[src/rtl/cpu_types_pkg.sv]
`default_nettype none
// ============================================================================
// Module      : cpu_types_pkg
// Description : Shared CPU types: the machine word, the unified-RAM handshake
//               state, and the RAM arbiter's grant state.
// Ports       : none (package)
// Revision    : 1.0 - initial release
// ============================================================================
package cpu_types_pkg;

  typedef logic [31:0] word_t;

  // Handshake state reported by the unified RAM each cycle.
  typedef enum logic [1:0] {
    FREE   = 2'd0,
    BUSY   = 2'd1,
    ACCESS = 2'd2,
    ERROR  = 2'd3
  } ramstate_t;

  // Which requester currently owns the RAM bus.
  typedef enum logic [1:0] {
    IDLE   = 2'd0,
    IGRANT = 2'd1,
    DGRANT = 2'd2
  } arb_state_t;

endpackage : cpu_types_pkg
`default_nettype wire

[src/rtl/streak_counter.sv]
`default_nettype none
// ============================================================================
// Module      : streak_counter
// Description : Saturating up-counter with synchronous clear. Clear wins over
//               increment; the count sticks at MAX_COUNT.
// Ports       : CLK      - clock
//               sRST     - synchronous active-high reset (count -> 0)
//               inc_i    - increment request
//               clr_i    - clear request
//               count_o  - current count
// Revision    : 1.0 - initial release
// ============================================================================
module streak_counter #(
  parameter int MAX_COUNT = 4,
  parameter int WIDTH     = $clog2(MAX_COUNT + 1)
) (
  input  logic             CLK,
  input  logic             sRST,
  input  logic             inc_i,
  input  logic             clr_i,
  output logic [WIDTH-1:0] count_o
);

  localparam logic [WIDTH-1:0] c_max_count = WIDTH'(MAX_COUNT);

  logic [WIDTH-1:0] count_q;
  logic [WIDTH-1:0] count_d;

  always_comb begin
    count_d = count_q;
    if (clr_i) begin
      count_d = '0;
    end else if (inc_i && (count_q != c_max_count)) begin
      count_d = count_q + 1'b1;
    end
  end

  always_ff @(posedge CLK) begin
    if (sRST) begin
      count_q <= '0;
    end else begin
      count_q <= count_d;
    end
  end

  assign count_o = count_q;

endmodule : streak_counter
`default_nettype wire

[src/rtl/ram_arbiter.sv]
`default_nettype none
// ============================================================================
// Module      : ram_arbiter
// Description : Shares the single-port unified RAM between instruction fetch
//               and data memory. One requester owns the bus at a time until
//               the RAM answers ACCESS or ERROR. Data wins arbitration, but
//               after MAX_DSTREAK data completions with a fetch pending the
//               fetch is forced through.
// Ports       : CLK/sRST                 - clock, sync active-high reset
//               iREN/iaddr               - instruction read request
//               dREN/dWEN/daddr/dstore   - data read/write request
//               ramstate/ramload         - RAM handshake and read data
//               ramREN/ramWEN/ramaddr/ramstore - RAM bus
//               iwait/iload, dwait/dload - per-side completion and data
//               rambusy                  - a grant is active (hazard unit)
//               memfault                 - RAM reported ERROR during a grant
// Revision    : 1.0 - initial release
// ============================================================================
module ram_arbiter
  import cpu_types_pkg::*;
#(
  parameter int MAX_DSTREAK = 4
) (
  input  logic      CLK,
  input  logic      sRST,
  input  logic      iREN,
  input  word_t     iaddr,
  input  logic      dREN,
  input  logic      dWEN,
  input  word_t     daddr,
  input  word_t     dstore,
  input  ramstate_t ramstate,
  input  word_t     ramload,
  output logic      ramREN,
  output logic      ramWEN,
  output word_t     ramaddr,
  output word_t     ramstore,
  output logic      iwait,
  output logic      dwait,
  output word_t     iload,
  output word_t     dload,
  output logic      rambusy,
  output logic      memfault
);

  localparam int                  c_streak_w   = $clog2(MAX_DSTREAK + 1);
  localparam logic [c_streak_w-1:0] c_streak_max = c_streak_w'(MAX_DSTREAK);

  arb_state_t              state_q;
  arb_state_t              state_d;
  logic [c_streak_w-1:0]   w_streak;

  logic w_dreq;
  logic w_access;
  logic w_error;
  logic w_i_done;
  logic w_d_done;
  logic w_d_allowed;
  logic w_streak_inc;
  logic w_streak_clr;

  assign w_dreq   = dREN | dWEN;
  assign w_access = (ramstate == ACCESS);
  assign w_error  = (ramstate == ERROR);
  assign w_i_done = (state_q == IGRANT) & w_access;
  assign w_d_done = (state_q == DGRANT) & w_access;

  // Data may win from IDLE unless it has already taken its full streak
  // while a fetch was waiting.
  assign w_d_allowed = w_dreq & ((w_streak < c_streak_max) | ~iREN);

  // The streak only grows while fetch is actually being held off.
  assign w_streak_inc = w_d_done & iREN;
  assign w_streak_clr = w_i_done | (w_d_done & ~iREN);

  streak_counter #(
    .MAX_COUNT (MAX_DSTREAK),
    .WIDTH     (c_streak_w)
  ) u_streak (
    .CLK     (CLK),
    .sRST    (sRST),
    .inc_i   (w_streak_inc),
    .clr_i   (w_streak_clr),
    .count_o (w_streak)
  );

  // --------------------------------------------------------------------------
  // Next-state: on completion the finished side is masked out, so the other
  // side's pending request is entered directly without an IDLE bubble.
  // --------------------------------------------------------------------------
  always_comb begin
    state_d = state_q;
    unique case (state_q)
      IDLE: begin
        if (w_d_allowed) begin
          state_d = DGRANT;
        end else if (iREN) begin
          state_d = IGRANT;
        end else begin
          state_d = IDLE;
        end
      end
      IGRANT: begin
        if (w_error) begin
          state_d = IDLE;
        end else if (w_access) begin
          state_d = w_dreq ? DGRANT : IDLE;
        end else if (!iREN) begin
          state_d = IDLE;
        end
      end
      DGRANT: begin
        if (w_error) begin
          state_d = IDLE;
        end else if (w_access) begin
          state_d = iREN ? IGRANT : IDLE;
        end else if (!w_dreq) begin
          state_d = IDLE;
        end
      end
      default: state_d = IDLE;
    endcase
  end

  always_ff @(posedge CLK) begin
    if (sRST) begin
      state_q <= IDLE;
    end else begin
      state_q <= state_d;
    end
  end

  // --------------------------------------------------------------------------
  // RAM bus: selected by the grant state; the owner's live address/data are
  // passed through since requesters hold them stable until their wait drops.
  // --------------------------------------------------------------------------
  always_comb begin
    ramREN   = 1'b0;
    ramWEN   = 1'b0;
    ramaddr  = '0;
    ramstore = '0;
    unique case (state_q)
      IGRANT: begin
        ramREN  = 1'b1;
        ramaddr = iaddr;
      end
      DGRANT: begin
        // A simultaneous read+write request is treated as a write.
        ramREN   = dREN & ~dWEN;
        ramWEN   = dWEN;
        ramaddr  = daddr;
        ramstore = dstore;
      end
      default: begin
        ramREN   = 1'b0;
        ramWEN   = 1'b0;
        ramaddr  = '0;
        ramstore = '0;
      end
    endcase
  end

  // Completion is visible in the same cycle the RAM reports ACCESS.
  assign iwait    = iREN & ~w_i_done;
  assign dwait    = w_dreq & ~w_d_done;
  assign iload    = w_i_done ? ramload : '0;
  assign dload    = w_d_done ? ramload : '0;
  assign rambusy  = (state_q != IDLE);
  assign memfault = ~sRST & rambusy & w_error;

endmodule : ram_arbiter
`default_nettype wire

[config.mk]
export PLATFORM = sky130hd
export DESIGN_NAME = ram_arbiter
export DESIGN_NICKNAME = d
export VERILOG_FILES = /design/src/rtl/cpu_types_pkg.sv /design/src/rtl/streak_counter.sv /design/src/rtl/ram_arbiter.sv
export SDC_FILE = /design/constraint.sdc
export NUM_CORES = 1
export LEC_CHECK = 0
export ABC_AREA = 1
export BUFFER_PORTS_ARGS = -buffer_cell sky130_fd_sc_hd__buf_4
export CAP_MARGIN = 15
export CORE_AREA = 5 5 101 103
export CTS_CLUSTER_DIAMETER = 40
export DETAILED_ROUTE_END_ITERATION = 16
export DIE_AREA = 0 0 106 108
export SKIP_LAST_GASP = 1
export SLEW_MARGIN = 20
export SYNTH_ARGS = -nofsm -noshare
export SYNTH_HDL_FRONTEND = slang
export SYNTH_HIERARCHICAL = 1
export SYNTH_SLANG_ARGS = --single-unit
[constraint.sdc]
create_clock -name CLK -period 1.43 [get_ports CLK]
set_input_delay 0.0715 -clock CLK [delete_from_list [all_inputs] [get_ports CLK]]
set_output_delay 0.0715 -clock CLK [all_outputs]
set_load 0.05 [all_outputs]
# After elaboration in Yosys (flattened, before gate mapping)
# Cells that the tools add are included.
# classes
addsub,1
n_lt_le_gt_ge,1
n_eq_ne,7
mux,16
n_bitwise,18
reduce_logical,5
# op_table
cell,n
32-bit 2-to-1 mux,3
32-bit one-hot mux with 2 select lines,1
2-bit 2-to-1 mux,8
1-bit bitwise AND,10
"4-bit inequality test, second input constant",2
"2-bit == test, second input constant",3
2-bit one-hot mux with 3 select lines,1
1-bit NOT,5
"3-bit by 1-bit adder with 3-bit output, second input constant",1
"3-bit < comparator, second input constant",1
"3-bit inequality test, second input constant",1
1-bit OR,3
"2-bit by 1-bit == test with 1-bit output, second input constant",1
2-bit zero test,1
1-bit 2-to-1 mux,2
1-bit one-hot mux with 2 select lines,1
2-bit AND reduction,1
2-bit nonzero test,1
2-bit OR reduction,1
1-bit logical AND,1
# totals
ff_bits,5
input_bits,135
elab_cells,50

# Longest topological paths before layout
# Gate-level depths: netlist of run 1.
# logic_depth
depth_word,5
ltp_mapped,10

# Hierarchy
# Netlist of run 1, hierarchy kept.
# modules_own_cells
module,n_inst,cells_each,area_per_inst_um2,seq_area_each_um2
ram_arbiter,1,329,1461.4,40.0
streak_counter,1,26,168.9,60.1

# Worst setup path after synthesis of run 1
# OpenSTA, ideal clock, no wires.
# synth_timing
kind,register to output
startpoint,register state_q[0]
endpoint,output memfault
arrival_time_ns,1.745
required_time_ns,1.359
path_slack_ns,-0.387
stages_incl_launch_ff,4
path_buffers,0
path_cell_list,dfxtp_1 > inv_1 > ha_1 > nor3_1
# synth_between
elab_chain_cells,3
# synth_lines
element,line,text
from (decl),ram_arbiter.sv:49,arb_state_t state_q;
from (signal assigned),ram_arbiter.sv:129,state_q <= state_d;
2-bit nonzero test,ram_arbiter.sv:168,assign rambusy = (state_q != IDLE);
1-bit bitwise AND (2 in a row),ram_arbiter.sv:169,assign memfault = ~sRST & rambusy & w_error;
to (decl),ram_arbiter.sv:43,output logic memfault
# No other way between the ends.

# Final worst setup path of run 1
# layout_timing
startpoint,register state_q[0]
endpoint,output ramaddr[0]
# layout_between
elab_chain_cells,2
word_cells_on_any_way,3
classes_between,2 x eq/ne; 1 x mux
# layout_lines
element,line,text
2-bit == test or 2-bit by 1-bit == test with 1-bit output (tied branches),ram_arbiter.sv:142,unique case (state_q)
32-bit one-hot mux with 2 select lines (*),ram_arbiter.sv:142,
to (decl),ram_arbiter.sv:36,"output word_t ramaddr,"
# Mark *: on every way between the ends. The rest lies on a longest branch, timed or not.

==> results by group, run 1 <==
Synth
  – Warning count from the yosys run: 6
  – Number of distinct standard cells referenced by the synthesized netlist: 18
  – Sequential cell area fraction in the yosys report: 0.0614
  – Multiplexer area fraction after synthesis: 0
  – Post-synthesis share of cell area spent on xor and xnor gates: 0
  – Compound-Gate Fraction of Synth Area: 0.120
  – Instance count of the mapped netlist: 355
  – Mean Syn Cell Area: 4.59 sq um
  – Adder and majority gate portion of the synthesized area: 0.0460
  – Syn_nets: 496
  – Fraction of the mapped netlist area in simple logic gates: 0.477
  – Synthesized cell area: 1630 sq um
  – Number of flip-flops and latches in the synthesized netlist: 5
  – Largest family of logic cells by synthesized area: simple AND/OR/NAND/NOR gates

Power and ir drop
  – Peak VDD IR: 0.000265 V
  – Internal Pwr Total: 1.33 mW
  – Switching power summed over all nets: 1.46 mW
  – Total power divided by cell area: 480 nW/um^2
  – Sequential Power Share: 0.056
  – Combinational share of power: 0.853
  – Switching share of total power: 0.523
  – Leakage power summed over all cells: 2.98 nW
  – Relative contribution of the clock network to total power: 0.092

Drt
  – Total DRC errors in the routed layout: 0
  – Drt first pass iters: 4
  – Vias per std cell: 4.47
  – Final antenna-violating net count: 0
  – Final routed wire length divided by cell count: 18.7 microns
  – Number of DRC markers after the initial detailed-route iteration: 88
  – Total number of vias: 3345
  – Aggregate routed wire length: 14.0 mm

Global routing
  – Vias in the first global route: 3093
  – Antenna violations before repair: 0
  – Global-route wire length before repair: 16.5 mm
  – Maximum number of pins on one net before global-route repair: 34
  – Grt ovf: 0
  – All-Layer GR Usage: 0.180

Flow run
  – Max-cap viol count: 0

Placement
  – Hpwl dp: 8.38 mm
  – Placer congestion estimate: 0.818
  – Buffers on Ports: 268
  – Cell area after placement: 3940 sq um
  – Inst Count DP: 725

CTS
  – Number of buffers created by CTS: 3
  – Clock Sink Count: 5
  – Post-CTS clock slew at the launch and capture registers of the worst setup and hold paths: 30 ps
  – CTS HTree Levels: 1
  – CTS tree: done
  – CTS Root Cell: sky130_fd_sc_hd__clkbuf_8
  – Latest clock arrival within the worst-skew pair: 220 ps
  – Number of buffers on the longest clock path: 2
  – Hold-fix buffers at CTS: 0

Floorplan
  – Floorplan row count: 35
  – Core Footprint: 9110 sq um
  – Height of the die: 108 microns
  – Chip width: 106 microns
  – IO Count: 269
  – Initial Util: 0.179
  – Area enclosed by the die boundary: 11400 sq um

Worst setup path
  – Worst reg2reg startpoint: state_q[0]$_SDFFE_PP0P_
  – Worst Path Max Fanout: 8
  – Worst Setup End Kind: output pin
  – Worst reg2reg path endpoint: u_streak/count_o[0]$_SDFFE_PP0P_
  – Crit Path Class: reg -> out
  – Critical-path cell list: buf_6, ha_4, clkbuf_16, nand2_1, a21oi_2, buf_6
  – Req. time, crit path: 1360 ps
  – Critical path's most frequent cell: sky130_fd_sc_hd__buf_6
  – Setup slack of the worst register-to-register path: 30 ps
  – Critical path's slowest cell: sky130_fd_sc_hd__dfxtp_4
  – Worst R2R Path Depth: 8
  – Critical path's largest stage delay: 360 ps
  – Critical Path Start Type: flop
  – Data arrival time of the worst path: 1600 ps

Worst hold path
  – Worst Hold Depth: 2
  – Endpoint, Worst Hold: state_q[1]$_SDFFE_PP0P_
  – Worst hold-check path type: in -> reg
  – Origin of the worst min-delay path: sRST

STA
  – Final clock period utilization by the worst path: 1.17
  – Slew @ Worst Pin: 295 ps
  – Highest achievable clock rate: 599 MHz
  – Pins over their slew limit: 0
  – Final setup skew: 3.17 ps
  – Crit path time final: 1670 ps
  – Worst slew margin relative to its limit: 0.803
  – RSZ-0062 raised after global routing: true
  – Number of hold violations in the final report: 0
  – Setup Viol. Count Final: 130
  – Worst Slack Setup Final: -240 ps

Run status
  – Outcome: complete, but fails checks
  – Failing checks: negative setup slack

Finish
  – Share of final-layout standard cells stronger than drive strength 1: 0.755
  – Area growth from synthesis to layout: 256%
  – Final cell count without fillers: 749
  – Total inserted antenna cells: 0
  – Final Cell Area: 5810 sq um
  – Number of nets in the final layout: 780
repair_timing:
item | CTS | global route
gates resized for setup | 150 | 247
pin swaps | 1 | 17
endpoints found under the setup margin | 134 | 134
cloned | 6 | 10
buffers inserted | 4 | 1
cell families (layout without fill, tap and decap cells):
kind of cell / Yosys count / count (layout)
DFF: 5 / 5
and+or+nand+nor: 200 / 200
buffers and inverters: 105 / 388
AOI/OAI and AO/OA: 39 / 39
adders and majority gates: 6 / 6
metrics by stage:
stage	setup slack, ps	setup TNS, ps	power, mW	util	hold slack, ps
floorplan	-364	-11470	1.12	-	141
global placement	27.1	0	1.76	0.432	280
detailed placement	-13.2	-13.2	1.77	0.432	280
CTS	-140	-10990	2.28	0.523	43.4
global route	-261	-20160	2.90	0.638	52.0
finish	-240	-13470	2.79	0.638	42.4
synthesized netlist by cell type:
library cell               number  area, sq um
sky130_fd_sc_hd__a21oi_1       36          180
sky130_fd_sc_hd__a31oi_1        1         6.26
sky130_fd_sc_hd__buf_1          2         7.51
sky130_fd_sc_hd__buf_2          7         35.0
sky130_fd_sc_hd__buf_4          1         7.51
sky130_fd_sc_hd__buf_6         10          113
sky130_fd_sc_hd__clkbuf_1       1         3.75
sky130_fd_sc_hd__dfxtp_1        5          100
sky130_fd_sc_hd__ha_1           6         75.1
sky130_fd_sc_hd__inv_1         83          312
sky130_fd_sc_hd__inv_2          1         3.75
sky130_fd_sc_hd__nand2_1      116          435
sky130_fd_sc_hd__nand2_2        3         18.8
sky130_fd_sc_hd__nand3_1        8         40.0
sky130_fd_sc_hd__nor2_1        71          267
sky130_fd_sc_hd__nor2_4         1         11.3
sky130_fd_sc_hd__nor3_1         1         5.00
sky130_fd_sc_hd__o21ai_0        2         10.0
metal layers:
layer  GRT usage  part of all wire  wire, microns
met3      0.0519             0.088           1230
met1       0.173              0.33           4570
met4      0.0398             0.037            520
met2       0.374              0.55           7660
met5           0                 0              0
placed cells by master, fill, tap and decap left out:
| cell | count |
|---|---|
| sky130_fd_sc_hd__nand2_2 | 10 |
| sky130_fd_sc_hd__buf_16 | 5 |
| sky130_fd_sc_hd__dfxtp_1 | 3 |
| sky130_fd_sc_hd__buf_6 | 82 |
| sky130_fd_sc_hd__a21oi_1 | 8 |
| sky130_fd_sc_hd__buf_4 | 148 |
| sky130_fd_sc_hd__buf_8 | 48 |
| sky130_fd_sc_hd__dfxtp_4 | 2 |
| sky130_fd_sc_hd__clkbuf_16 | 8 |
| sky130_fd_sc_hd__buf_12 | 9 |
| sky130_fd_sc_hd__a21oi_2 | 27 |
| sky130_fd_sc_hd__nand2_4 | 30 |
| sky130_fd_sc_hd__nor2_4 | 58 |
| sky130_fd_sc_hd__a31oi_1 | 1 |
| sky130_fd_sc_hd__inv_2 | 35 |
| sky130_fd_sc_hd__ha_4 | 3 |
| sky130_fd_sc_hd__clkbuf_8 | 3 |
| sky130_fd_sc_hd__inv_4 | 2 |
| sky130_fd_sc_hd__nand2_1 | 77 |
| sky130_fd_sc_hd__nor3_2 | 1 |
| sky130_fd_sc_hd__clkbuf_1 | 1 |
| sky130_fd_sc_hd__a21oi_4 | 1 |
| sky130_fd_sc_hd__nor2_1 | 6 |
| sky130_fd_sc_hd__inv_1 | 47 |
| sky130_fd_sc_hd__nand2_8 | 2 |
| sky130_fd_sc_hd__nand3_1 | 8 |
| sky130_fd_sc_hd__ha_1 | 3 |
| sky130_fd_sc_hd__o21ai_0 | 2 |
| sky130_fd_sc_hd__nor2_2 | 8 |
sequential cells by signal, summed over array words and instances (netlist names):
register,cells
state_q,2
u_streak/count_o,3
area by class of cell:
cell class                      count  area, sq um
Multi-Input combinational cell    245         1930
Sequential cell                     5          108
Clock buffer                        4         45.0
Tap cell                          111          139
Timing Repair Buffer              300         3270
Inverter                           84          320
Fill cell                         718         3300
how the worst max path moves through the flow:
stage	start	end	slack, ps
global route	state_q[0]$_SDFFE_PP0P_	ramaddr[0]	-260
floorplan	state_q[0]$_SDFFE_PP0P_	ramaddr[0]	-360
finish	state_q[0]$_SDFFE_PP0P_	ramaddr[0]	-240
CTS	state_q[1]$_SDFFE_PP0P_	ramaddr[31]	-140
detailed placement	state_q[0]$_SDFFE_PP0P_	ramaddr[14]	-10
global placement	state_q[0]$_SDFFE_PP0P_	u_streak/count_o[1]$_SDFFE_PP0P_	30
critical path: cells and delay by family (launching register included):
kind / cells / cell delay, ps
AOI/OAI and AO/OA: 1 / 200
adders and majority gates: 1 / 240
buffers and inverters: 3 / 490
DFF: 1 / 360
and+or+nand+nor: 1 / 100
power by group through the flow:
stage                     clock network (mW)  registers [mW]  logic, mW
after global routing                   0.273           0.156       2.47
after CTS                              0.264           0.155       1.86
after floorplan                            0           0.154      0.970
after global placement                     0           0.154       1.61
after detailed placement                   0           0.155       1.62
final                                  0.255           0.156       2.38
Note: power is estimated with default switching activity, not from simulation.
==> run 2: changes to the inputs <==
--- a/config.mk
+++ b/config.mk
@@ -12,6 +12,7 @@
 export CTS_CLUSTER_DIAMETER = 40
 export DETAILED_ROUTE_END_ITERATION = 16
 export DIE_AREA = 0 0 106 108
+export MAX_ROUTING_LAYER = met4
 export SKIP_LAST_GASP = 1
 export SLEW_MARGIN = 20
 export SYNTH_ARGS = -nofsm -noshare
==> run 2 against run 1 <==
  * The flow still finishes with violations (negative setup slack)
  * Die area unchanged
  * Non-clock buffer count unchanged
  * Worst setup slack better by 73 ps
  * Critical path type unchanged
==> results by group, run 2 (same netlist as run 1, synthesis figures left out) <==
Worst hold path
  – Worst hold-check path type: in -> reg

Drt
  – Vias per std cell: 4.49 (+0.45%)
  – Drt first pass iters: 4 (unchanged)
  – Final routed wire length divided by cell count: 18.6 microns (-0.40%)
  – Final antenna-violating net count: 0 (unchanged)
  – Total number of vias: 3360 (+0.45%)
  – Total DRC errors in the routed layout: 0 (unchanged)
  – Aggregate routed wire length: 13.9 mm (-0.40%)
  – Number of DRC markers after the initial detailed-route iteration: 119 (+35%)

STA
  – RSZ-0062 raised after global routing: true
  – Setup Viol. Count Final: 129 (-0.77%)
  – Final clock period utilization by the worst path: 1.12 (-0.0510)
  – Highest achievable clock rate: 626 MHz (+4.6%)
  – Worst Slack Setup Final: -167 ps (+73.0 ps)
  – Worst slew margin relative to its limit: 0.803 (about the same)
  – Number of hold violations in the final report: 0 (unchanged)
  – Final setup skew: 3.18 ps (+0.0175 ps)
  – Slew @ Worst Pin: 295 ps (+0.0179 ps)
  – Crit path time final: 1600 ps (-73.0 ps)
  – Pins over their slew limit: 0 (unchanged)
  – Worst-case hold slack: 42.5 ps (+0.103 ps)

Worst setup path
  – Critical path's largest stage delay: 350 ps (about the same)
  – Req. time, crit path: 1360 ps (about the same)
  – Critical Path Start Type: flop
  – Critical path's most frequent cell: sky130_fd_sc_hd__buf_6
  – Critical-path cell list: inv_4, ha_4, buf_6, nand2_8, clkbuf_16, nor2_2, buf_6
  – Crit Path Class: reg -> out
  – Data arrival time of the worst path: 1530 ps (-70 ps)
  – Worst Path Buf+Inv: 4 (+1)
  – Critical path's slowest cell: sky130_fd_sc_hd__dfxtp_4
  – Worst Path Max Fanout: 8 (unchanged)
  – Cell family contributing the most delay on the critical path: buffers and inverters
  – Worst Setup End Kind: output pin

Power and ir drop
  – Leakage power summed over all cells: 2.98 nW (about the same)
  – Peak VDD IR: 0.000264 V (-0.52%)
  – Total power divided by cell area: 479 nW/um^2 (-0.21%)
  – Tot Pwr: 2.78 mW (-0.16%)

Placement
  – Placer congestion estimate: 0.830 (+1.5%)
  – Hpwl dp: 8.38 mm (unchanged)
  – Buffers on Ports: 268 (unchanged)
  – Post-placement setup slack: -13.2 ps (unchanged)

CTS
  – CTS tree: done
  – Number of buffers on the longest clock path: 2 (unchanged)
  – CTS Root Cell: sky130_fd_sc_hd__clkbuf_8
  – CTS HTree Levels: 1 (unchanged)
  – Latest clock arrival within the worst-skew pair: 220 ps (about the same)
  – Clock Sink Count: 5 (unchanged)
  – Post-CTS clock slew at the launch and capture registers of the worst setup and hold paths: 30 ps (about the same)
  – Number of buffers created by CTS: 3 (unchanged)

Finish
  – Share of final-layout standard cells stronger than drive strength 1: 0.757 (+0.00157)
  – Top library cells by usage in the layout, fill and taps aside: sky130_fd_sc_hd__buf_4 (148), sky130_fd_sc_hd__buf_6 (82), sky130_fd_sc_hd__nand2_1 (76), sky130_fd_sc_hd__nor2_4 (58), sky130_fd_sc_hd__buf_8 (48)
  – Max FFs per register: 3 (unchanged)
  – Commonest non-fill, non-tap cell in the layout: sky130_fd_sc_hd__buf_4
  – Total inserted antenna cells: 0 (unchanged)
  – Number of nets in the final layout: 780 (unchanged)
  – Area growth from synthesis to layout: 257% (about the same)
  – Share of the core filled with cells: 0.638 (about the same)

Global routing
  – Vias in the first global route: 3100 (+0.23%)
  – Antenna violations before repair: 0 (unchanged)
  – Maximum number of pins on one net before global-route repair: 34 (unchanged)
  – Grt ovf: 0 (unchanged)
  – Global-route wire length before repair: 16.5 mm (-0.25%)
  – All-Layer GR Usage: 0.185 (+0.00520)

Floorplan
  – Initial Util: 0.179 (unchanged)
  – IO Count: 269 (unchanged)
  – Floorplan row count: 35 (unchanged)
  – Chip width: 106 microns (unchanged)
  – Core Footprint: 9110 sq um (unchanged)
  – Height of the die: 108 microns (unchanged)
  – Area enclosed by the die boundary: 11400 sq um (unchanged)

Run status
  – Outcome: complete, but fails checks
  – Failing checks: negative setup slack

Flow run
  – Max-cap viol count: 0 (unchanged)
==> run 2: cell counts in the layout (fill, tap and decap cells not counted) <==
No cell type changed its count.
==> run 2: final timing paths <==
| path | from | slack (ps) | end | cells past startpoint |
|---|---|---|---|---|
| worst min register to register | u_streak/count_o[1]$_SDFFE_PP0P_ | 530 | u_streak/count_o[1]$_SDFFE_PP0P_ | 2 |
| worst max-delay path | state_q[0]$_SDFFE_PP0P_ | -170 | dload[5] | 7 |
| worst min-delay path | sRST | 40 | state_q[1]$_SDFFE_PP0P_ | 2 |
| worst max register to register | state_q[0]$_SDFFE_PP0P_ | 30 | u_streak/count_o[0]$_SDFFE_PP0P_ | 8 |
==> run 2: power by group <==
| group | internal [mW] | switching, mW | leakage (nW) |
|---|---|---|---|
| Combinational | 0.991 | 1.38 | 2.92 |
| Clock | 0.191 | 0.0643 | 0.0228 |
| Sequential | 0.147 | 0.00823 | 0.0420 |
==> run 2: routing by layer <==
layer  up-vias  global-route usage  routed length (microns)
li1       1586                   -                        -
met1      1580               0.177                     4670
met2       160               0.373                     7710
met3        34              0.0442                     1050
met4         0              0.0426                      505
met5         -                   -                        0
==> run 2: final cells by class <==
cell class	count	area, sq um
Sequential cell	5	108
Tap cell	111	139
Clock buffer	4	45.0
Multi-Input combinational cell	245	1930
Inverter	84	320
Timing Repair Buffer	300	3270
Fill cell	723	3290
==> run 2: through the flow <==
step	setup TNS [ps]	instance area, sq um	cells
global placement	0	3940	725
CTS	-10990	4760	739
floorplan	-11470	1800	355
finish	-13050	5810	749
global route	-19830	5810	749
detailed placement	-13.2	3940	725
==> run 2: what timing repair did <==
action | in CTS | in global routing
pin swaps | 1 | 18
gates resized for setup | 150 | 248
endpoints found under the setup margin | 134 | 134
setup buffers | 4 | 1
hold buffers | 0 | 0
cloned | 6 | 10
==> run 2: worst reg2reg max path, cell delays in order (launching register included) <==
cell and delay (ps):
sky130_fd_sc_hd__dfxtp_4 350, sky130_fd_sc_hd__inv_4 80, sky130_fd_sc_hd__ha_4 180, sky130_fd_sc_hd__buf_6 120, sky130_fd_sc_hd__nand2_8 100, sky130_fd_sc_hd__o21ai_0 240
sky130_fd_sc_hd__nor2_1 120, sky130_fd_sc_hd__nand2_1 80, sky130_fd_sc_hd__nor2_1 40
